[config.mk]
export PLATFORM = sky130hd
export DESIGN_NAME = icache_refill_responder
export DESIGN_NICKNAME = d
export VERILOG_FILES = /design/src/rtl/icache_refill_responder.sv
export SDC_FILE = /design/constraint.sdc
export NUM_CORES = 1
export LEC_CHECK = 0
export CORE_MARGIN = 3
export CORE_UTILIZATION = 47
export CTS_CLUSTER_DIAMETER = 60
export DETAILED_ROUTE_END_ITERATION = 8
export PLACE_DENSITY = 0.85
export SLEW_MARGIN = 40
export SYNTH_ARGS = -nofsm -noshare
export SYNTH_HDL_FRONTEND = slang
export SYNTH_SLANG_ARGS = --single-unit
[constraint.sdc]
create_clock -name clk -period 3.4 [get_ports clk]
set_clock_uncertainty 0.2 [all_clocks]
set_input_delay 0.51 -clock clk [delete_from_list [all_inputs] [get_ports clk]]
set_output_delay 0.51 -clock clk [all_outputs]
set_load 0.02 [all_outputs]
[src/rtl/icache_refill_responder.sv]
// ---------------------------------------------------------------------------
// icache_refill_responder
//
// Memory-side read responder for the icache refill bus. It accepts one
// line-refill request at a time (1 or 2 beats of DATA_WIDTH), reads every
// beat from a one-cycle-latency synchronous memory port and returns the beats
// with resp/last under r_ready backpressure. Requests outside the legal
// window [MEM_BASE, MEM_BASE+MEM_SIZE) are answered with SLVERR beats
// without ever touching memory.
//
// Optional build macro: ICACHE_RSP_RAND_DELAY_EN
//   When defined, an 8-bit LFSR adds 0..3 extra wait cycles to every
//   entry into WAIT. When undefined, timing is fully deterministic.
//
// Ports
//   clk          clock
//   rst          synchronous, active-high reset
//   ar_valid_i   request valid
//   ar_ready_o   request ready (registered)
//   ar_addr_i    request byte address (bits [2:0] ignored)
//   ar_len_i     beats minus one
//   r_valid_o    beat valid (registered)
//   r_ready_i    beat accepted
//   r_resp_o     2'b00 OKAY, 2'b10 SLVERR
//   r_data_o     beat data
//   r_last_o     final beat of the burst
//   mem_en_o     memory read strobe, one cycle per beat
//   mem_addr_o   8-byte aligned memory read address (held when idle)
//   mem_rdata_i  memory read data, valid the cycle after mem_en_o
//
// state | meaning
// ------+-----------------------------------------------------------------
// IDLE  | ready for a request
// WAIT  | counting wait states; strobes memory when the counter is zero
// READ  | memory data arrives this cycle, captured into the beat register
// RESP  | beat presented on r_*, waiting for r_ready_i
// ---------------------------------------------------------------------------
module icache_refill_responder #(
    parameter int                    DATA_WIDTH = 64,
    parameter int                    ADDR_WIDTH = 32,
    parameter logic [ADDR_WIDTH-1:0] MEM_BASE   = 32'h8000_0000,
    parameter logic [ADDR_WIDTH-1:0] MEM_SIZE   = 32'h0800_0000,
    parameter int                    LATENCY    = 2,
    parameter int                    CNT_WIDTH  = 4
) (
    input  logic                  clk,
    input  logic                  rst,
    input  logic                  ar_valid_i,
    output logic                  ar_ready_o,
    input  logic [ADDR_WIDTH-1:0] ar_addr_i,
    input  logic                  ar_len_i,
    output logic                  r_valid_o,
    input  logic                  r_ready_i,
    output logic [1:0]            r_resp_o,
    output logic [DATA_WIDTH-1:0] r_data_o,
    output logic                  r_last_o,
    output logic                  mem_en_o,
    output logic [ADDR_WIDTH-1:0] mem_addr_o,
    input  logic [DATA_WIDTH-1:0] mem_rdata_i
);

    typedef enum logic [1:0] {
        IDLE = 2'd0,
        WAIT = 2'd1,
        READ = 2'd2,
        RESP = 2'd3
    } state_t;

    localparam logic [CNT_WIDTH-1:0]  LAT_CNT = CNT_WIDTH'(LATENCY);
    // One extra bit so MEM_BASE+MEM_SIZE cannot wrap at the top of the map.
    localparam logic [ADDR_WIDTH:0]   WIN_LO  = {1'b0, MEM_BASE};
    localparam logic [ADDR_WIDTH:0]   WIN_HI  = {1'b0, MEM_BASE} + {1'b0, MEM_SIZE};

    state_t                  state;
    state_t                  state_nxt;
    logic [ADDR_WIDTH-1:0]   addr;
    logic [ADDR_WIDTH-1:0]   mem_addr_q;
    logic [1:0]              beats;
    logic [CNT_WIDTH-1:0]    cnt;
    logic                    err;

    logic                    ar_hs;
    logic                    r_hs;
    logic [ADDR_WIDTH-1:0]   req_addr;
    logic                    req_legal;
    logic [CNT_WIDTH-1:0]    cnt_first;
    logic [CNT_WIDTH-1:0]    cnt_next;
    logic                    unused_addr_lsb;

    assign ar_hs     = ar_valid_i & ar_ready_o;
    assign r_hs      = r_valid_o & r_ready_i;
    assign req_addr  = {ar_addr_i[ADDR_WIDTH-1:3], 3'b000};
    assign req_legal = ({1'b0, req_addr} >= WIN_LO) && ({1'b0, req_addr} < WIN_HI);
    assign unused_addr_lsb = ^ar_addr_i[2:0];

`ifdef ICACHE_RSP_RAND_DELAY_EN
    // Fibonacci LFSR for x^8+x^6+x^5+x^4+1, free-running from reset.
    logic [7:0] lfsr;
    logic       lfsr_fb;

    assign lfsr_fb = lfsr[7] ^ lfsr[5] ^ lfsr[4] ^ lfsr[3];

    always_ff @(posedge clk) begin
        if (rst) begin
            lfsr <= 8'hA5;
        end else begin
            lfsr <= {lfsr[6:0], lfsr_fb};
        end
    end

    assign cnt_first = LAT_CNT + {{(CNT_WIDTH-2){1'b0}}, lfsr[1:0]};
    assign cnt_next  = {{(CNT_WIDTH-2){1'b0}}, lfsr[1:0]};
`else
    assign cnt_first = LAT_CNT;
    assign cnt_next  = '0;
`endif

    // State register
    always_ff @(posedge clk) begin
        if (rst) begin
            state <= IDLE;
        end else begin
            state <= state_nxt;
        end
    end

    // Next-state logic
    always_comb begin
        state_nxt = state;
        case (state)
            IDLE: begin
                if (ar_hs) begin
                    state_nxt = req_legal ? WAIT : RESP;
                end
            end
            WAIT: begin
                if (cnt == '0) begin
                    state_nxt = READ;
                end
            end
            READ: begin
                state_nxt = RESP;
            end
            RESP: begin
                if (r_hs) begin
                    if (r_last_o) begin
                        state_nxt = IDLE;
                    end else if (err) begin
                        state_nxt = RESP;
                    end else begin
                        state_nxt = WAIT;
                    end
                end
            end
            default: state_nxt = IDLE;
        endcase
    end

    // Output logic: the memory strobe is combinational so it lands exactly in
    // the cycle the wait counter reaches zero; the address port otherwise
    // shows the last address actually strobed.
    always_comb begin
        mem_en_o   = (state == WAIT) && (cnt == '0);
        mem_addr_o = mem_en_o ? addr : mem_addr_q;
    end

    // Datapath and registered handshake outputs
    always_ff @(posedge clk) begin
        if (rst) begin
            ar_ready_o <= 1'b0;
            r_valid_o  <= 1'b0;
            r_resp_o   <= 2'b00;
            r_data_o   <= '0;
            r_last_o   <= 1'b0;
            addr       <= '0;
            mem_addr_q <= '0;
            beats      <= 2'd0;
            cnt        <= '0;
            err        <= 1'b0;
        end else begin
            case (state)
                IDLE: begin
                    if (ar_hs) begin
                        ar_ready_o <= 1'b0;
                        addr       <= req_addr;
                        beats      <= ar_len_i ? 2'd2 : 2'd1;
                        if (req_legal) begin
                            cnt <= cnt_first;
                        end else begin
                            err       <= 1'b1;
                            r_data_o  <= '0;
                            r_resp_o  <= 2'b10;
                            r_valid_o <= 1'b1;
                            r_last_o  <= ~ar_len_i;
                        end
                    end else begin
                        ar_ready_o <= 1'b1;
                    end
                end
                WAIT: begin
                    if (cnt != '0) begin
                        cnt <= cnt - 1'b1;
                    end else begin
                        mem_addr_q <= addr;
                    end
                end
                READ: begin
                    r_data_o  <= mem_rdata_i;
                    r_resp_o  <= 2'b00;
                    r_last_o  <= (beats == 2'd1);
                    r_valid_o <= 1'b1;
                end
                RESP: begin
                    if (r_hs) begin
                        if (r_last_o) begin
                            r_valid_o  <= 1'b0;
                            r_last_o   <= 1'b0;
                            ar_ready_o <= 1'b1;
                            err        <= 1'b0;
                        end else begin
                            beats   <= beats - 2'd1;
                            // Second beat wraps within the 16-byte line.
                            addr[3] <= ~addr[3];
                            if (err) begin
                                r_last_o <= 1'b1;
                            end else begin
                                r_valid_o <= 1'b0;
                                cnt       <= cnt_next;
                            end
                        end
                    end
                end
                default: ;
            endcase
        end
    end

endmodule

# Yosys cells after proc, flatten, opt, wreduce, memory -nomap -nowiden
# Cells that the tools add are included.
op_classes:
  n_addsub: 2
  order_cmp: 2
  n_eq_ne: 14
  n_mux: 49
  bitwise_logic: 5
  n_reduce_logical: 19
ops:
  columns: ["operator", "count"]
  rows:
  - ["64-bit 2-to-1 mux", 2]
  - ["64-bit case mux with 2 select lines", 1]
  - ["32-bit >= comparator, second input constant", 1]
  - ["32-bit < comparator, second input constant", 1]
  - ["32-bit 2-to-1 mux", 1]
  - ["4-bit 2-to-1 mux", 7]
  - ["2-bit 2-to-1 mux", 12]
  - ["1-bit 2-to-1 mux", 17]
  - ["2-bit inequality test, second input constant", 8]
  - ["4-bit case mux with 3 select lines", 1]
  - ["5-bit AND reduction", 2]
  - ["3-bit AND reduction", 3]
  - ["2-bit case mux with 2 select lines", 2]
  - ["2-bit case mux with 4 select lines", 1]
  - ["4-bit AND reduction", 2]
  - ["7-bit AND reduction", 1]
  - ["1-bit case mux with 2 select lines", 3]
  - ["1-bit case mux with 3 select lines", 2]
  - ["3-bit nonzero test", 2]
  - ["2-bit by 1-bit equality test with 1-bit output, second input constant", 2]
  - ["2-bit equality test, second input constant", 2]
  - ["4-bit zero test", 1]
  - ["2-bit AND reduction", 2]
  - ["2-bit nonzero test", 2]
  - ["other kinds (9)", 13]
totals:
  reg_bits: 136
  input_bits: 101
  output_inout_bits: 102
  word_cells: 103

# Depth between registers and ports, before layout
# Gate-level depths: netlist of run 1.
depth:
  ltp_word: 5
  mapped_depth: 8
  depth_no_buf: 7

# Least setup slack after synthesis of run 1
# Ideal clock, no wire load.
synth_timing:
  kind: "flip-flop to output port"
  startpoint: "reg cnt[0]"
  endpoint: "out mem_addr_o[10]"
  arrival_ns: 1.801
  required_ns: 2.690
  path_slack_ns: 0.889
  path_stages_with_launch: 8
  path_buffers: 1
  path_cell_list: "dfxtp_1 -> inv_1 -> ha_1 -> or3b_4 -> or2_4 -> inv_6 -> buf_12 -> mux2_4"
synth_via:
  elab_chain_len: 3
synth_rtl:
  columns: ["item", "line", "text"]
  rows:
  - ["start, declared", "79", "logic [CNT_WIDTH-1:0] cnt;"]
  - ["start signal, assigned", "188", "cnt <= cnt_first;"]
  - ["start signal, assigned", "202", "cnt <= cnt - 1'b1;"]
  - ["start signal, assigned", "228", "cnt <= cnt_next;"]
  - ["4-bit zero test", "163", "mem_en_o = (state == WAIT) && (cnt == '0);"]
  - ["1-bit logical AND", "163", null]
  - ["net mem_en_o", "57", "output logic mem_en_o,"]
  - ["32-bit 2-to-1 mux", "164", "mem_addr_o = mem_en_o ? addr : mem_addr_q;"]
  - ["end, declared", "58", "output logic [ADDR_WIDTH-1:0] mem_addr_o,"]
# The timed path passes the listed nets, and every way through them passes these cells.

# Final worst setup path of run 1
layout_timing:
  startpoint: "reg cnt[0]"
  endpoint: "out mem_addr_o[4]"
layout_via:
  elab_chain_len: 3
layout_rtl:
  columns: ["item", "line"]
  rows:
  - ["4-bit zero test", "163"]
  - ["1-bit logical AND", "163"]
  - ["32-bit 2-to-1 mux", "164"]
# Every way passes these cells.

==> flow_summary.yaml, run 1 <==
logic_synthesis:
  synth-simple-area-share_pct: 16.67
  synthCells: 539
  synthMuxAreaShare_pct: 8.541
  synthAdderAreaFrac_pct: 0.4798
  synth-seq-area-share_pct: 51.82
  synthXorXnorAreaFrac_pct: 0
  synth_warnings: 0
  yosys.area.top_type: "dfxtp_1"
  synth_area_leaders: "dfxtp_1 (52%), a22oi_1 (9.4%), mux2_4 (8.3%)"
  ys_ff_latch: 135
  ys_types: 39
  synth_top_family_by_area: "compound AO/OA/AOI/OAI gates"
  syn_area_per_cell_um2: 9.675
  synth_area_um2: 5215
  synth-compound-area-share_pct: 17.13
  synth_top_area_share_pct: 51.82
flow_run:
  drv_cap: 0
power:
  p_per_area_nw_per_um2: 811.3
  vdd_ir_drop_max_uv: 577.9
  p_leak_nw: 3.103
  power_mw: 6.303
worst_hold_path:
  hp-class: "flip-flop to flip-flop"
critical_path:
  r2r-end: "mem_addr_q[22]"
  critPathCaptureType: "output pin"
  cp_cell_sequence: "inv_1, ha_2, or3b_4, or2_4, inv_16, mux2_4, clkdlybuf4s15_2"
  critPathLaunchType: "flip-flop"
  regToRegSetupSlack_ns: 1.05
  startpoint: "cnt[0]"
  rr_startpoint: "cnt[0]"
  worstRegToRegCells: 7
  cpMaxStageDelayCell: "or3b_4"
  cp_max_fo: 8
  cp.arrival_ns: 2.59
  crit_end: "mem_addr_o[4]"
  cpPeakStageDelay_ns: 0.41
  cp_data_required_time_ns: 2.69
  critPathKind: "flip-flop to output pin"
routing:
  ant_nets: 0
  route.met3.wl_um: 1381
  top_layer: "met4"
  drc: 0
  wl_per_cell_um: 16.89
  drt-met1-wl_um: 6051
  via_per_inst: 5.316
  drtIter0Drc: 253
  firstDrtPassIters: 5
  wl_met2_um: 7083
  vias: 4641
  wirelength_um: 14740
die:
  core_um2: 10560
  fp.dieW_um: 111.3
  pin_count: 203
  initial_utilization_pct: 49.41
  rows: 37
  dieArea_um2: 12400
  dieHeight_um: 111.3
clock_tree:
  clock-root-buffer: "clkbuf_8"
  clock-sinks: 135
  ctsHtreeMaxLevel: 4
  numCtsBuffers: 17
  clock_latency_ns: 0.51
  path_clk_slew_ns: 0.06
  cts_tree: "done"
  clock_path_buffers: 2
  cts_hold_buf: 0
global_routing:
  grt_pass1_vias: 4676
  grt_pass1_wl_um: 23510
  gr-usage-all-layers_pct: 23.37
  antenna_found_initial: 0
  grt_max_degree: 83
  grt_remaining_overflow: 0
final_layout:
  final_cell_mix: "clkdlybuf4s50_1 (164), dfxtp_1 (135), nor2_1 (73), nand2_1 (68), a22oi_1 (65)"
  fillers: 733
  nets: 827
  syn_to_final_growth_pct: 48.99
  n_antenna_cell: 0
  layout_commonest_cell: "clkdlybuf4s50_1"
  drive_above_1_share_pct: 15.47
place:
  place_congestion: 0.8267
  io_buffers: 195
  place_hpwl_um: 9668
timing:
  tns_ns: 0
  min_period_over_period_pct: 96.99
  finalSetupViolations: 0
  tightest_slew_ns: 0.7950
  post-route-min-period_ns: 3.298
  hold_viol: 0
  maxSlewHeadroom_pct: 47.00
  fmax_mhz: 303.2
  rsz0062_at_grt: "no"
  timing.hold.ws_ns: 0.2555
  maxSlewViolCount: 0
status:
  status: "finished, final reports clean"
stage by stage:
| step | setup slack, ns | std cells | cell area (µm²) | utilization (%) |
|---|---|---|---|---|
| after global routing | 0.01115 | 873 | 7770 | 73.61 |
| after global placement | 0.2017 | 839 | 7201 | 68.22 |
| final | 0.1023 | 873 | 7770 | 73.61 |
| after floorplan | 0.8890 | 542 | 5226 | - |
| after detailed placement | 0.1533 | 839 | 7201 | 68.22 |
| after CTS | 0.003236 | 872 | 7901 | 74.86 |
metal layers:
metal | global-route usage [%] | vias to the layer above
met5 | 0 | -
met4 | 8.029 | 0
met3 | 9.891 | 15
met2 | 38.92 | 190
met1 | 27.12 | 2208
li1 | - | 2228
worst min-delay path by stage:
| stage | from | end | depth (start not counted) |
|---|---|---|---|
| after floorplan | addr[10] | addr[10] | 2 |
| after global placement | addr[30] | addr[30] | 2 |
| after detailed placement | addr[11] | addr[11] | 2 |
| after CTS | addr[11] | addr[11] | 2 |
| after global routing | addr[11] | addr[11] | 2 |
| final | addr[11] | addr[11] | 2 |
report_power, final:
| group | internal, mW | total, mW | switching, mW | leakage [nW] |
|---|---|---|---|---|
| Combinational | 0.953 | 2.21 | 1.26 | 1.69 |
| Sequential | 1.87 | 2.04 | 0.176 | 1.10 |
| Clock | 1.37 | 2.05 | 0.687 | 0.319 |
| Total | 4.18 | 6.30 | 2.12 | 3.10 |
worst max-delay path, delay by kind of cell, from the launching register on:
family / cells / cell delay [ns]
fa+ha+maj: 1 / 0.22
buf+inv: 3 / 0.45
flops: 1 / 0.33
mux: 1 / 0.31
simple gates: 2 / 0.76
registers in the layout, summed over array words and instances, names as in the netlist:
register / cells
r_resp_o: 1
cnt: 4
r_data_o: 64
r_valid_o: 1
mem_addr_q: 29
ar_ready_o: 1
err: 1
state: 2
r_last_o: 1
addr: 29
beats: 2
layout make-up:
type	instances	area (µm²)	area share, %
Clock buffer	18	427.9	5.507
Sequential cell	135	2703	34.78
Timing Repair Buffer	205	1897	24.41
Timing Repair inverter	2	25.02	0.3221
Multi-Input combinational cell	356	2262	29.11
Clock inverter	14	242.7	3.124
Inverter	7	42.54	0.5475
Tap cell	136	170.2	2.190
kinds of logic (layout without fill, tap and decap cells):
logic type                 Yosys count  in the layout
muxes                               30             30
adders and majority gates            2              2
buffers and inverters               51            246
DFF                                135            135
and+or+nand+nor                    190            190
AOI/OAI and AO/OA                  130            130
other                                1              4
Yosys cell counts (all sizes together):
cell / n
a41oi: 1
or3b: 1
nand3b: 2
nor2: 75
a311o: 1
nor3: 5
a31oi: 1
nor2b: 1
nand2b: 2
inv: 7
nand2: 68
a21oi: 38
mux2i: 1
ha: 2
a21o: 4
nand3: 1
a211oi: 5
or3: 2
and2b: 29
clkbuf: 25
a311oi: 7
o21ai: 4
a221oi: 2
mux2: 29
o31ai: 1
dfxtp: 135
a22oi: 65
and2: 1
buf: 19
conb: 1
or2: 2
o211a: 1
and3: 1
timing repair:
action / CTS / global route
gates resized for setup: 66 / 28
pin swaps: 1 / 1
endpoints found under the setup margin: 30 / 29
gates cloned: 1 / 1
setup buffers: 0 / 0
(Power assumes the default switching activity.)
==> inputs of run 2 (changes only) <==
==> constraint.sdc (replaced) <==
create_clock -name clk -period 3.4 [get_ports clk]
set_clock_uncertainty 0.2 [all_clocks]
set_input_delay 0.51 -clock clk [delete_from_list [all_inputs] [get_ports clk]]
set_output_delay 0.51 -clock clk [all_outputs]
set_load 0.05 [all_outputs]
==> run 2 against run 1 <==
Compared with the run above: clock-buffer cell count up 2; final area down 0.68%; worst setup slack worse by 0.018 ns; critical endpoint is now mem_addr_o[5]; highest routed layer unchanged; clock power down 13%; critical path type unchanged.
==> flow_summary.yaml, run 2 (synthesized netlist as in run 1, its figures left out) <==
final_layout:
  layout_commonest_cell: "clkdlybuf4s50_1"
  largest_reg_flops: 64
  top_register: "r_data_o"
  n_antenna_cell: 0
  final_cell_mix: "clkdlybuf4s50_1 (164), dfxtp_1 (135), nor2_1 (73), nand2_1 (68), a22oi_1 (65)"
  top_regs: "r_data_o: 64 flops, addr: 29 flops, mem_addr_q: 29 flops"
  drive_above_1_share_pct: 15.14
  nets: 823
  syn_to_final_growth_pct: 47.98
timing:
  fmax_mhz: 301.6
  rsz0062_at_grt: "no"
  tns_ns: 0
  setup_slack_ns: 0.08389
  min_period_over_period_pct: 97.53
  maxSlewHeadroom_pct: 47.74
  hold_viol: 0
  tightest_slew_ns: 0.7839
  maxSlewViolCount: 0
  finalSetupViolations: 0
  post-route-min-period_ns: 3.316
die:
  rows: 37
  core_um2: 10560
  dieHeight_um: 111.3
  pin_count: 203
  dieArea_um2: 12400
  fp.dieW_um: 111.3
  initial_utilization_pct: 49.41
clock_tree:
  clock-root-buffer: "clkbuf_8"
  clock_path_buffers: 2
  cts_tree: "done"
  clock_latency_ns: 0.53
  ctsHtreeMaxLevel: 4
  numCtsBuffers: 17
  cts_setup_buffers: 0
  clock-sinks: 135
  path_clk_slew_ns: 0.06
routing:
  wirelength_um: 14640
  drtIter0Drc: 344
  via_per_inst: 5.258
  wl_per_cell_um: 16.85
  drc: 0
  firstDrtPassIters: 5
  ant_nets: 0
  vias: 4569
place:
  io_buffers: 195
  post-place-ws_ns: 0.5077
  place_hpwl_um: 9692
  place_congestion: 0.7975
global_routing:
  grt_pass1_vias: 4850
  grt_max_degree: 136
  gr-usage-all-layers_pct: 23.79
  grt_remaining_overflow: 0
  antenna_found_initial: 0
  grt_pass1_wl_um: 23880
power:
  p_per_area_nw_per_um2: 842.6
  vdd_ir_drop_max_uv: 592.4
  power_mw: 6.503
  p_leak_nw: 3.068
critical_path:
  cp_max_fo: 30
  cp_data_required_time_ns: 2.69
  cp.arrival_ns: 2.61
  critPathKind: "flip-flop to output pin"
  critPathLaunchType: "flip-flop"
  critPathCaptureType: "output pin"
flow_run:
  drv_cap: 0
worst_hold_path:
  hp-class: "flip-flop to flip-flop"
status:
  status: "finished, final reports clean"
[run 2: cell types whose count changed in the layout (fill, tap and decap cells not counted), sizes merged]
cell           change
buf               +28
bufinv             -4
clkbuf            -26
clkdlybuf4s15      -1
clkinv             +5
dlygate4sd2        -1
inv                -5
[run 2: timing repair]
action | 4_1_cts | 5_1_grt
hold buffers | 0 | 0
endpoints found under the setup margin | 29 | 29
resized for setup | 2 | 2
[run 2: final timing paths]
kind             from             to  slack (ns)  cells after the start
min          addr[11]       addr[11]        0.25                      2
min reg2reg  addr[11]       addr[11]        0.25                      2
max            cnt[0]  mem_addr_o[5]        0.08                      7
max reg2reg    cnt[0]  mem_addr_q[7]        1.05                      7
[run 2: worst max-delay path: stages (launching register included)]
cell and delay (ns):
dfxtp_1 0.33, inv_1 0.07, ha_2 0.23, or3b_4 0.42
or2_4 0.30, inv_16 0.17, mux2_4 0.34, buf_4 0.19
[run 2: power breakdown]
group	total, mW	switching [mW]	leakage, nW	internal [mW]
clock network	1.78	0.682	0.283	1.10
registers	2.06	0.195	1.10	1.87
logic	2.66	1.71	1.69	0.950
total	6.50	2.59	3.07	3.91
[run 2: metal layers]
layer	vias to the layer above	GRT usage, %	part of all wire (%)
met5	-	0	0
met4	0	9.570	2.0
met2	181	40.01	48
li1	2217	-	-
met1	2147	26.62	40
met3	24	10.22	9.5
[run 2: cell type report]
| cell class | instances | area [µm²] |
|---|---|---|
| clock inverters | 12 | 125.1 |
| inverters | 7 | 42.54 |
| clock buffers | 20 | 455.4 |
| repair buffers | 203 | 1959 |
| multi-input cells | 356 | 2262 |
| flip-flops and latches | 135 | 2703 |
| well taps | 136 | 170.2 |
| fillers | 744 | 2838 |
[run 2: per-stage QoR]
stage	hold WS (ns)	utilization [%]	instance area, µm²	std cells
floorplan	0.2359	-	5226	542
global placement	0.2411	67.48	7123	837
detailed placement	0.2486	67.48	7123	837
CTS	0.2550	73.06	7711	869
global route	0.2747	73.12	7717	869
finish	0.2546	73.12	7717	869
==> inputs of run 3 (changes only) <==
CORE_UTILIZATION = 39   (was 47)
PLACE_DENSITY = 0.76   (was 0.85)
clock period = 2.9 ns   (was 3.4 ns; I/O delays follow)
==> run 3 against run 2 <==
Compared with the run above: the run now ends with negative setup slack left; non-clock buffer count increased by 22; first-iteration DRC count increased by 4.7%; critical path depth increased by 2; critical path type unchanged.
==> flow_summary.yaml, run 3 (synthesized netlist as in run 1, its figures left out) <==
timing:
  setup_slack_ns: -0.07334
  finalSetupViolations: 25
  timing.hold.ws_ns: 0.2556
  tightest_slew_ns: 0.6229
  post-route-min-period_ns: 2.973
  min_period_over_period_pct: 102.5
  hold_viol: 0
  tns_ns: -0.9144
  maxSlewViolCount: 0
  rsz0062_at_grt: "yes"
  fmax_mhz: 336.3
  maxSlewHeadroom_pct: 58.47
clock_tree:
  ctsHtreeMaxLevel: 4
  clock-sinks: 135
  cts_hold_buf: 0
  path_clk_slew_ns: 0.05
  clock_path_buffers: 2
  numCtsBuffers: 17
  clock-root-buffer: "clkbuf_16"
  cts_tree: "done"
  clock_latency_ns: 0.40
final_layout:
  top_register: "r_data_o"
  fillers: 1003
  layout_commonest_cell: "clkdlybuf4s50_1"
  syn_to_final_growth_pct: 56.55
  top_regs: "r_data_o: 64 flops, addr: 29 flops, mem_addr_q: 29 flops"
  final_cell_mix: "clkdlybuf4s50_1 (164), dfxtp_1 (133), nor2_1 (73), nand2_1 (68), a22oi_1 (65)"
  nets: 845
  largest_reg_flops: 64
  ff_latch_area_um2: 2705
  multi_input_area_um2: 2272
  n_antenna_cell: 0
  stdcell_count: 927
  drive_above_1_share_pct: 17.62
die:
  dieHeight_um: 121.6
  fp.dieW_um: 121.6
  core_um2: 12820
  initial_utilization_pct: 40.66
  pin_count: 203
  dieArea_um2: 14800
  rows: 41
routing:
  ant_nets: 0
  drc: 0
  via_per_inst: 5.056
  wl_per_cell_um: 16.29
  wirelength_um: 15110
  vias: 4687
  drtIter0Drc: 360
  firstDrtPassIters: 7
place:
  io_buffers: 195
  place_hpwl_um: 9770
  place_inst: 878
  place_congestion: 0.7845
critical_path:
  cp_cell_sequence: "inv_2, ha_4, or3b_4, or2_4, inv_8, buf_12, buf_16, mux2_4, buf_8"
  cp_max_fo: 5
  rr_startpoint: "cnt[0]"
  cpMaxStageDelayCell: "or3b_4"
  regToRegSetupSlack_ns: 0.53
  critPathLaunchType: "flip-flop"
  cpPeakStageDelay_ns: 0.37
  cpLargestDelayFamily: "simple AND/OR/NAND/NOR gates"
  critical_path_buf_inv_count: 5
  worstRegToRegCells: 10
  critPathCaptureType: "output pin"
  r2r-end: "mem_addr_q[22]"
  critPathKind: "flip-flop to output pin"
  cp.arrival_ns: 2.34
  cp_data_required_time_ns: 2.27
status:
  status: "complete, but fails checks"
  violations: "negative setup slack"
worst_hold_path:
  whs_path_depth: 2
  worstHoldStart: "r_resp_o[1]"
  holdPathEnd: "r_resp_o[1]"
  hp-class: "flip-flop to flip-flop"
global_routing:
  antenna_found_initial: 0
  gr-usage-all-layers_pct: 20.39
  grt_remaining_overflow: 0
  grt_pass1_vias: 4822
  grt_max_degree: 66
  grt_pass1_wl_um: 23940
flow_run:
  drv_cap: 0
power:
  vdd_ir_drop_max_uv: 499.1
  p_per_area_nw_per_um2: 973.5
  p_leak_nw: 3.234
## run 3: how the worst max path moves through the flow
| stage | start | cells past startpoint | slack, ns | end |
|---|---|---|---|---|
| floorplan | cnt[0] | 7 | 0.39 | mem_addr_o[10] |
| global placement | cnt[0] | 8 | 0.18 | mem_addr_o[28] |
| detailed placement | cnt[0] | 8 | 0.13 | mem_addr_o[15] |
| CTS | cnt[1] | 9 | -0.11 | mem_addr_o[15] |
| global route | cnt[1] | 9 | -0.16 | mem_addr_o[21] |
| finish | cnt[0] | 9 | -0.07 | mem_addr_o[21] |
## run 3: per-layer routing
layer	GRT usage (%)	wire [µm]	vias up
li1	-	-	2261
met1	23.20	6169	2210
met2	34.85	7342	192
met3	7.149	1232	24
met4	8.403	361	0
met5	0	0	-
## run 3: where the power goes
part           total (mW)  internal, mW  switching (mW)
logic                3.51          1.41            2.10
registers            2.39          2.19           0.200
clock network        2.05          1.30           0.748
total                7.95          4.90            3.05
## run 3: tightest hold or removal path: cells and delay by family (launching register included)
kind               cells  cell delay (ns)
AOI/OAI and AO/OA      1             0.05
DFF                    1             0.30
and+or+nand+nor        1             0.05
## run 3: cell type report
class	count	area share, %
flip-flops and latches	135	33.13
repair buffers	225	29.03
multi-input cells	356	27.83
clock buffers	23	5.732
well taps	172	2.636
clock inverters	9	1.226
inverters	7	0.4138
## run 3: timing repair
action / in CTS / in global routing
resized for setup: 47 / 3
cloned: 3 / 0
setup endpoints to repair: 30 / 29
pin swaps: 2 / 1
setup buffers: 12 / 5
endpoints found under the hold margin: 0 / 0
## run 3: stage by stage
step	power, mW	area, µm²	setup slack, ns	utilization (%)
after floorplan	4.644	5226	0.3851	-
after CTS	8.082	8190	-0.1072	63.86
after detailed placement	5.640	7256	0.1319	56.58
final	7.947	8164	-0.07334	63.66
after global routing	8.331	8164	-0.1593	63.66
after global placement	5.568	7256	0.1807	56.58
